==> config.mk <==
export PLATFORM = sky130hd
export DESIGN_NAME = ps2_key_tracker_flat
export DESIGN_NICKNAME = d
export VERILOG_FILES = /design/src/rtl/ps2_key_tracker_if.sv /design/src/rtl/ps2_key_tracker.sv /design/src/flat_wrapper.sv
export SDC_FILE = /design/constraint.sdc
export NUM_CORES = 1
export LEC_CHECK = 0
export ABC_AREA = 1
export CAP_MARGIN = 30
export CORE_ASPECT_RATIO = 2
export CORE_UTILIZATION = 25
export DETAILED_ROUTE_END_ITERATION = 8
export SYNTH_ARGS = -nofsm -noshare
export SYNTH_HDL_FRONTEND = slang
export SYNTH_SLANG_ARGS = --single-unit
==> constraint.sdc <==
create_clock -name clk -period 1.9 [get_ports clk]
set_clock_uncertainty 0.2 [all_clocks]
set_input_delay 0.38 -clock clk [delete_from_list [all_inputs] [get_ports clk]]
set_output_delay 0.38 -clock clk [all_outputs]
set_load 0.02 [all_outputs]
==> src/rtl/ps2_key_tracker_if.sv <==
// Key-tracker bus: scan-code byte stream in, frame tick, paced move handshake out, status.
interface ps2_key_tracker_if;
  logic [7:0] rx_data;
  logic       rx_done_tick;
  logic       frame_tick;
  logic       move_ready;
  logic [2:0] move;
  logic       move_valid;
  logic [4:0] held;
  logic       overrun;

  modport master (
    input  rx_data, rx_done_tick, frame_tick, move_ready,
    output move, move_valid, held, overrun
  );

  modport slave (
    output rx_data, rx_done_tick, frame_tick, move_ready,
    input  move, move_valid, held, overrun
  );
endinterface

==> src/rtl/ps2_key_tracker.sv <==
// PS/2 set-2 decoder into a held-key bitmap; emits one prioritised move per frame tick.
// Latency: held 1 cycle after the final byte, move 1 cycle after frame_tick. Macro: PS2_KEY_TRACKER_ARROW_KEYS_EN.
module ps2_key_tracker #(
  parameter bit TAP_CAPTURE = 1'b1
) (
  input  logic                  clk,
  input  logic                  resetn,
  ps2_key_tracker_if.master     bus
);

  typedef enum logic [1:0] {S_IDLE, S_BRK, S_EXT, S_EXT_BRK} state_t;

  state_t     state, state_nxt;
  logic [4:0] held_q, tap_q;
  logic [4:0] set_mask, clr_mask, std_mask, ext_mask, cand;
  logic [2:0] move_q;
  logic       move_valid_q, overrun_q, load, accept;

  function automatic logic [4:0] map_std(input logic [7:0] code);
    case (code)
      8'h1D:   map_std = 5'b00001;
      8'h1B:   map_std = 5'b00010;
      8'h1C:   map_std = 5'b00100;
      8'h23:   map_std = 5'b01000;
      8'h29:   map_std = 5'b10000;
      default: map_std = 5'b00000;
    endcase
  endfunction

`ifdef PS2_KEY_TRACKER_ARROW_KEYS_EN
  function automatic logic [4:0] map_ext(input logic [7:0] code);
    case (code)
      8'h75:   map_ext = 5'b00001;
      8'h72:   map_ext = 5'b00010;
      8'h6B:   map_ext = 5'b00100;
      8'h74:   map_ext = 5'b01000;
      default: map_ext = 5'b00000;
    endcase
  endfunction
`endif

  // Lowest set bit wins: up > down > left > right > action.
  function automatic logic [2:0] prio(input logic [4:0] c);
    prio = 3'd0;
    for (int i = 4; i >= 0; i--)
      if (c[i]) prio = 3'(i + 1);
  endfunction

  always_comb begin
    std_mask = map_std(bus.rx_data);
`ifdef PS2_KEY_TRACKER_ARROW_KEYS_EN
    ext_mask = map_ext(bus.rx_data);
`else
    ext_mask = 5'b00000;
`endif
    set_mask  = 5'b00000;
    clr_mask  = 5'b00000;
    state_nxt = state;
    if (bus.rx_done_tick) begin
      case (state)
        S_IDLE: begin
          if (bus.rx_data == 8'hF0)      state_nxt = S_BRK;
          else if (bus.rx_data == 8'hE0) state_nxt = S_EXT;
          else                           set_mask  = std_mask;
        end
        S_BRK: begin
          clr_mask  = std_mask;
          state_nxt = S_IDLE;
        end
        S_EXT: begin
          if (bus.rx_data == 8'hF0) state_nxt = S_EXT_BRK;
          else begin
            set_mask  = ext_mask;
            state_nxt = S_IDLE;
          end
        end
        default: begin
          clr_mask  = ext_mask;
          state_nxt = S_IDLE;
        end
      endcase
    end
  end

  assign cand   = held_q | (TAP_CAPTURE ? tap_q : 5'b00000);
  assign load   = bus.frame_tick && (cand != 5'b00000);
  assign accept = move_valid_q && bus.move_ready;

  always_ff @(posedge clk or negedge resetn) begin
    if (!resetn) begin
      state        <= S_IDLE;
      held_q       <= 5'b00000;
      tap_q        <= 5'b00000;
      move_q       <= 3'd0;
      move_valid_q <= 1'b0;
      overrun_q    <= 1'b0;
    end else begin
      state  <= state_nxt;
      held_q <= (held_q | set_mask) & ~clr_mask;
      // A tap made in the tick cycle was not sampled, so it must outlive the clear.
      tap_q  <= (load ? 5'b00000 : tap_q) | set_mask;
      if (load) begin
        move_q       <= prio(cand);
        move_valid_q <= 1'b1;
        if (move_valid_q && !bus.move_ready) overrun_q <= 1'b1;
      end else if (accept) begin
        move_q       <= 3'd0;
        move_valid_q <= 1'b0;
      end
    end
  end

  assign bus.held       = held_q;
  assign bus.move       = move_q;
  assign bus.move_valid = move_valid_q;
  assign bus.overrun    = overrun_q;

endmodule

==> src/flat_wrapper.sv <==
// flat-port wrapper written by rule: the top's interface ports become plain ports
module ps2_key_tracker_flat 
#(
  parameter bit TAP_CAPTURE = 1'b1
)
  (clk, resetn, bus_rx_data, bus_rx_done_tick, bus_frame_tick, bus_move_ready, bus_move, bus_move_valid, bus_held, bus_overrun);
  ps2_key_tracker_if bus_i ();
  input  logic clk;
  input  logic resetn;
  input wire logic [$bits(bus_i.rx_data)-1:0] bus_rx_data;
  input wire logic [$bits(bus_i.rx_done_tick)-1:0] bus_rx_done_tick;
  input wire logic [$bits(bus_i.frame_tick)-1:0] bus_frame_tick;
  input wire logic [$bits(bus_i.move_ready)-1:0] bus_move_ready;
  output wire logic [$bits(bus_i.move)-1:0] bus_move;
  output wire logic [$bits(bus_i.move_valid)-1:0] bus_move_valid;
  output wire logic [$bits(bus_i.held)-1:0] bus_held;
  output wire logic [$bits(bus_i.overrun)-1:0] bus_overrun;
  assign bus_i.rx_data = bus_rx_data;
  assign bus_i.rx_done_tick = bus_rx_done_tick;
  assign bus_i.frame_tick = bus_frame_tick;
  assign bus_i.move_ready = bus_move_ready;
  assign bus_move = bus_i.move;
  assign bus_move_valid = bus_i.move_valid;
  assign bus_held = bus_i.held;
  assign bus_overrun = bus_i.overrun;
  ps2_key_tracker #(.TAP_CAPTURE(TAP_CAPTURE)) u_core (.clk(clk), .resetn(resetn), .bus(bus_i));
endmodule
Word-level counts from Yosys, hierarchy flattened
Cells that the tools add are included.
Cells by class
  bitwise gates (word level): 5
  shifts and indexed selects: 0
  muxes and demuxes: 21
  eq/ne operators: 10
  $lt $le $gt $ge: 0
  $add $sub $neg: 0
  reduce and logical (&&, ||, !) cells: 9
  divide/modulo/power cells: 0
  multipliers: 0
Operator list (number)
  $mux 5: 7
  $pmux 5 s5: 1
  $eq 8x5->1 const B: 3
  $mux 3: 7
  $eq 8x6->1 const B: 2
  $eq 8x8->1 const B: 2
  $or 5x5->5: 3
  $mux 2: 3
  $and 5x5->5: 1
  $not 5->5: 1
  $reduce_bool 5->1: 1
  $pmux 2 s2: 1
  $reduce_and 2->1: 2
  $logic_and 1x1->1: 3
  $ne 3x1->1 const B: 1
  $eq 2x1->1 const B: 1
  $eq 2x2->1 const B: 1
  $logic_not 2->1: 1
  $mux 1: 2
  $reduce_bool 2->1: 1
  $logic_not 1->1: 1
Word-level totals
  register bits: 17
  bits in latches: 0
  word-level logic and storage cells: 51
  RAM bits: 0
  output and inout port bits: 10
  ROM bits: 0
  memories kept: 0
  input port bits: 13

Depth between registers and ports, before layout
Gate-level depths: netlist (run 1).
  depth in word-level cells: 8
  mapped depth: 8
  depth with buffers taken out: 8

Worst setup path before layout (run 1)
OpenSTA, ideal clock, no wires.
  path type: register to register
  start: register u_core.held_q[2], in the netlist u_core.bus.held[2]
  end: register u_core.move_q[0], in the netlist u_core.bus.move[0]
  setup time: 118 ps
  stages on the path, launching flop included: 9
  path slack: 516 ps
  clock period less this slack: 1384 ps
  arrival: 1066 ps
  cells stage by stage: dfrtp_1 > inv_1 > nand2_1 > nor2_1 > nand2_1 > nand2_2 > nand2_2 > nand2_1 > nand2_1
Between the ends
  longest elaborated chain between the ends: 5
  elaborated cells between the ends (all ways): 8
Ends and longest elaborated chain
  start: declaration: line ps2_key_tracker.sv:14  | logic [4:0] held_q, tap_q;
  start signal: assignment: line ps2_key_tracker.sv:99  | held_q <= (held_q | set_mask) & ~clr_mask;
  $or 5x5->5 (*): line ps2_key_tracker.sv:85  | assign cand = held_q | (TAP_CAPTURE ? tap_q : 5'b00000);
  $mux 3 (3 in series): line ps2_key_tracker.sv:46  | if (c[i]) prio = 3'(i + 1);
  $mux 3: line ps2_key_tracker.sv:102  | if (load) begin
  end signal: assignment: line ps2_key_tracker.sv:103  | move_q <= prio(cand);
  end: declaration: line ps2_key_tracker.sv:16  | logic [2:0] move_q;
Every way passes the cells marked *; elsewhere a longest branch is shown, timed or not.
A chain may end at the register's enable or synchronous reset.

Final worst setup path (run 1)
  start: register u_core.held_q[0], in the netlist u_core.bus.held[0]
  end: output port bus_held[0]
RTL lines
  end: declaration: line flat_wrapper.sv:16  | output wire logic [$bits(bus_i.held)-1:0] bus_held;
No word-level cell between the ends.

==> flow_metrics.tcl, run 1 <==
set metrics [dict create \
    insertion_delay_ns 0.24 \
    hpwlAfterDp_mm 1.59 \
    core.rowCount 31 \
    yosysSeqAreaShare_pct 43.8 \
    netlist_area_um2 972 \
    die_h_um 90.2 \
    cts.clk_slew.worst_paths_ns 0.06 \
    switching_share_pct 27.3 \
    topRoutingLayerUsed "met4" \
    dieWidth_um 46.1 \
    cts_resized 0 \
    placed_area_um2 1260 \
    post_synth.cell_area_avg_um2 7.42 \
    rsz0062_at_grt "no" \
    p_comb_share_pct 20.6 \
    power.share.clock_pct 31.6 \
    clockBufferDepth 2 \
    gp_congestion 0.756 \
    core_um2 3680 \
    ios 23 \
    vdd_drop_max_v 0.000268 \
    numPortBuffers 22 \
    grt_pass1_wl_mm 3.50 \
    area_delta_synth_final_pct 34.0 \
    maxSlewViolCount 0 \
    post_cts_buffers 0 \
    final_cell_mix "nand2_1 (36), clkdlybuf4s50_1 (22), inv_1 (17), dfrtp_1 (17), nor2_1 (15)" \
    synth_nets 144 \
    power_frac_seq_pct 47.8 \
    cp_top_family "buffers and inverters" \
    wl_per_cell_um 8.89 \
    switchingPower_uw 222 \
    grt_pass1_vias 884 \
    root_buffer "clkbuf_8" \
    overflow 0 \
    setup_tns_ns 0 \
    drt-met1-wl_um 707 \
    internal-power_uw 591 \
    status "complete, no violations" \
    dr_wl_met3_um 62 \
    path_cells "clkdlybuf4s50_1" \
    critPathBufInv 1 \
    routed_wl_mm 1.84 \
    startpoint_type "flop" \
    viasPerCell 4.34 \
    setup_violations 0 \
    cts.sinks 17 \
    via_count 899 \
    slowest_delay_ns 0.62 \
    antenna_left 0 \
    cts_tree "yes" \
    critical-path-slowest-cell "clkdlybuf4s50_1" \
    synth_cells 131 \
    ys_warn_count 0 \
    slew_headroom_pct 79.0 \
    hp-class "in -> async" \
    max_cap_viol_count 0 \
    route.met2.wl_mm 1.01 \
    fin_crit_sh_pct 96.2 \
    dr.pass1.iters 5 \
    criticalPathCategory "reg -> out" \
    cts_made_buffers 3 \
    ys_seq_elements 17 \
    fin_crit_ns 1.83 \
    start_util_pct 26.4 \
    drt-initial-drc-count 17 \
    drc 0 \
    n_antenna_cell 0 \
    antenna_found_initial 0 \
    drive_above_1_share_pct 13.3 \
    cp.required_ns 1.32 \
    power.density_nw_per_um2 624 \
    nNetsFinal 172 \
    cp_max_fo 4 \
    cp.arrival_ns 1.25 \
    cts-htree-levels 1 \
    p_leak_uw 0.000613 \
    final_common_cell "nand2_1" \
    finalHoldViolCount 0 \
    ctsHoldBuffers 0 \
    ys_types 20 \
    groute.usage.overall_pct 11.4 \
    fmax_mhz 547 \
    worstMarginPinSlew_ns 0.314 \
    grt_max_degree 18 \
    die_area_um2 4160 \
    final_area_um2 1300 \
    end_kind "output pin" \
]
-- state kept, by name (all words and copies together) (netlist names) --
name and cells:
u_core.bus.move 3, u_core.tap_q 5, u_core.bus.held 5, u_core.bus.move_valid 1, u_core.state 2, u_core.bus.overrun 1
-- layout make-up --
cell class              instances  area (µm²)
fillers                       391        2380
multi-input cells              93         460
flip-flops and latches         17         425
repair buffers                 24         235
inverters                      20        75.1
well taps                      49        61.3
clock buffers                   4        45.0
-- logic make-up (layout without fill, tap and decap cells) --
family                 Yosys count  count (layout)  share of synthesized area [%]
AO/OA/AOI/OAI                   13              13                           7.34
AND/OR/NAND/NOR                 80              80                           40.0
buffers and inverters           21              48                           8.88
flip-flops                      17              17                           43.8
-- Yosys cell counts, drive strengths merged --
| library cell | n | share of area [%] |
|---|---|---|
| buf | 1 | 1.2 |
| nor3 | 3 | 3.2 |
| o21ai | 6 | 3.5 |
| nand4 | 8 | 5.1 |
| nand2 | 42 | 18 |
| nand3 | 9 | 5.1 |
| a21oi | 6 | 3.1 |
| o21bai | 1 | 0.77 |
| nor2 | 18 | 8.8 |
| dfrtp | 17 | 44 |
| inv | 20 | 7.7 |
-- power groups by stage --
| stage | registers, µW | logic, µW | clock network, µW |
|---|---|---|---|
| after floorplan | 396 | 102 | 0 |
| after global routing | 389 | 196 | 286 |
| final | 389 | 168 | 256 |
| after global placement | 395 | 170 | 0 |
| after detailed placement | 394 | 172 | 0 |
| after CTS | 388 | 171 | 266 |
-- routing by layer --
metal  vias to the layer above  GRT usage (%)
li1                        474              -
met1                       395           11.9
met2                        26           19.6
met3                         4           1.20
met4                         0           7.35
met5                         -              0
-- final timing paths --
check | startpoint | end | slack (ns) | depth (start not counted)
max | u_core.bus.held[0] | bus_held[0] | 0.07 | 1
min | resetn | u_core.bus.move[1] | 0.25 | 2
max reg2reg | u_core.bus.held[2] | u_core.bus.move[0] | 0.45 | 8
min reg2reg | u_core.tap_q[3] | u_core.tap_q[3] | 0.27 | 2
max in group asynchronous | resetn | u_core.bus.overrun | 1.07 | 2
min in group clk | u_core.tap_q[3] | u_core.tap_q[3] | 0.27 | 2
-- metrics by stage --
step / setup slack (ns) / std cells / total power (µW) / utilization (%) / hold slack (ns)
2_1_floorplan: 0.516 / 131 / 498 / - / -0.116
3_3_place_gp: 0.0820 / 203 / 565 / 34.1 / 0.260
3_5_place_dp: 0.0712 / 203 / 566 / 34.1 / 0.262
4_1_cts: 0.0647 / 207 / 825 / 35.3 / 0.262
5_1_grt: 0.0313 / 207 / 870 / 35.3 / 0.280
6_report: 0.0725 / 207 / 813 / 35.3 / 0.249
Note: power is estimated with default switching activity, not from simulation.
==> run 2: changes to the inputs <==
--- a/config.mk
+++ b/config.mk
@@ -10,6 +10,7 @@
 export CORE_ASPECT_RATIO = 2
 export CORE_UTILIZATION = 25
 export DETAILED_ROUTE_END_ITERATION = 8
+export SKIP_LAST_GASP = 1
 export SYNTH_ARGS = -nofsm -noshare
 export SYNTH_HDL_FRONTEND = slang
 export SYNTH_SLANG_ARGS = --single-unit
==> results of run 2 <==
Final layout, timing and power as in run 1 (identical DEF).
==> run 3: changes to the inputs <==
--- a/config.mk
+++ b/config.mk
@@ -10,6 +10,7 @@
 export CORE_ASPECT_RATIO = 2
 export CORE_UTILIZATION = 25
 export DETAILED_ROUTE_END_ITERATION = 8
+export RECOVER_POWER = 100
 export SKIP_LAST_GASP = 1
 export SYNTH_ARGS = -nofsm -noshare
 export SYNTH_HDL_FRONTEND = slang
==> flow_metrics.tcl, run 3 (same netlist as run 1, synthesis figures left out) <==
set metrics [dict create \
    status "complete, no violations" \
    setup_violations 0 \
    cts.sinks 17 \
    max_cap_viol_count 0 \
    rsz0062_at_grt "no" \
    p_leak_uw 0.000603 \
    final_cell_mix "nand2_1 (38), clkdlybuf4s50_1 (18), inv_1 (17), dfrtp_1 (17), nor2_1 (15)" \
    cts_made_buffers 3 \
    worstMarginPinSlew_ns 0.872 \
    cp_top_family "buffers and inverters" \
    fin_crit_ns 1.84 \
    drt-initial-drc-count 17 \
    fillers 400 \
    start_util_pct 26.4 \
    numPortBuffers 22 \
    nNetsFinal 172 \
    dr.pass1.iters 4 \
    cts-htree-levels 1 \
    antenna_found_initial 0 \
    finalHoldViolCount 0 \
    via_count 898 \
    antenna_left 0 \
    gp_congestion 0.756 \
    cp.arrival_ns 1.26 \
    cts_resized 0 \
    vdd_drop_max_v 0.000268 \
    startpoint_type "flop" \
    cp_max_fo 2 \
    criticalPathCategory "reg -> out" \
    grt_max_degree 18 \
    overflow 0 \
    viasPerCell 4.34 \
    final_common_cell "nand2_1" \
    crit_cells 1 \
    grt_pass1_vias 884 \
    area_delta_synth_final_pct 31.5 \
    power_uw 807 \
    whs_path_depth 2 \
    routed_wl_mm 1.87 \
    fmax_mhz 542 \
    slew_headroom_pct 41.9 \
    path_cells "dlygate4sd3_1" \
    insertion_delay_ns 0.24 \
    root_buffer "clkbuf_8" \
    critPathBufInv 1 \
    r2r_cells 7 \
    dp_slack_ns 0.0712 \
    drive_above_1_share_pct 10.1 \
    cts_tree "yes" \
    end_kind "output pin" \
    grt_pass1_wl_mm 3.50 \
    maxSlewViolCount 0 \
    groute.usage.overall_pct 11.4 \
    worst_slack_ns 0.0559 \
    die_area_um2 4160 \
    clockBufferDepth 2 \
    slowest_delay_ns 0.64 \
    fin_crit_sh_pct 97.1 \
    core.rowCount 31 \
    drc 0 \
    n_antenna_cell 0 \
    cp.required_ns 1.32 \
    wl_per_cell_um 9.01 \
    critical-path-slowest-cell "dlygate4sd3_1" \
    hpwlAfterDp_mm 1.59 \
    hp-class "reg -> reg" \
    ctsHoldBuffers 0 \
    cts.clk_slew.worst_paths_ns 0.06 \
    core_um2 3680 \
    power.density_nw_per_um2 631 \
    post_cts_buffers 0 \
    die_h_um 90.2 \
    dieWidth_um 46.1 \
    ios 23 \
    setup_tns_ns 0 \
]
## run 3: through the flow
| step | util (%) | area, µm² | cells | hold slack [ns] |
|---|---|---|---|---|
| final | 34.7 | 1280 | 207 | 0.272 |
| after global placement | 34.1 | 1260 | 203 | 0.260 |
| after floorplan | - | 972 | 131 | -0.116 |
| after global routing | 34.7 | 1280 | 207 | 0.311 |
| after CTS | 35.3 | 1300 | 207 | 0.262 |
| after detailed placement | 34.1 | 1260 | 203 | 0.262 |
## run 3: where the power goes
part	total (µW)	switching, µW	internal (µW)	leakage (µW)
clock	257	108	148	0.0000228
sequential	389	12.5	376	0.000197
combinational	162	98.8	63.4	0.000383
total	807	220	588	0.000603
## run 3: final cells by class
type	instances	area (µm²)	share of cell area, %
Timing Repair Buffer	24	231	18.1
Inverter	20	75.1	5.87
Tap cell	49	61.3	4.79
Sequential cell	17	425	33.3
Clock buffer	4	45.0	3.52
Multi-Input combinational cell	93	440	34.4
## run 3: tightest hold or removal path, stage by stage, from the launching register on
cell and delay [ns]:
dfrtp_1 0.34, nand2_1 0.06, nand2_1 0.05
## run 3: routing by layer
layer	vias to the layer above	track usage [%]	part of all wire, %
met5	-	0	0
met4	0	7.35	2.1
met2	25	19.6	54
li1	474	-	-
met1	397	11.9	40
met3	2	1.20	3.9
## run 3: worst paths after layout
kind / from / end / slack (ns)
max: u_core.bus.held[4] / bus_held[4] / 0.06
min: u_core.tap_q[3] / u_core.tap_q[3] / 0.27
max reg2reg: u_core.bus.held[2] / u_core.tap_q[3] / 0.38
min reg2reg: u_core.tap_q[3] / u_core.tap_q[3] / 0.27
max in group asynchronous: resetn / u_core.bus.overrun / 0.40
min in group asynchronous: resetn / u_core.bus.move[0] / 0.56
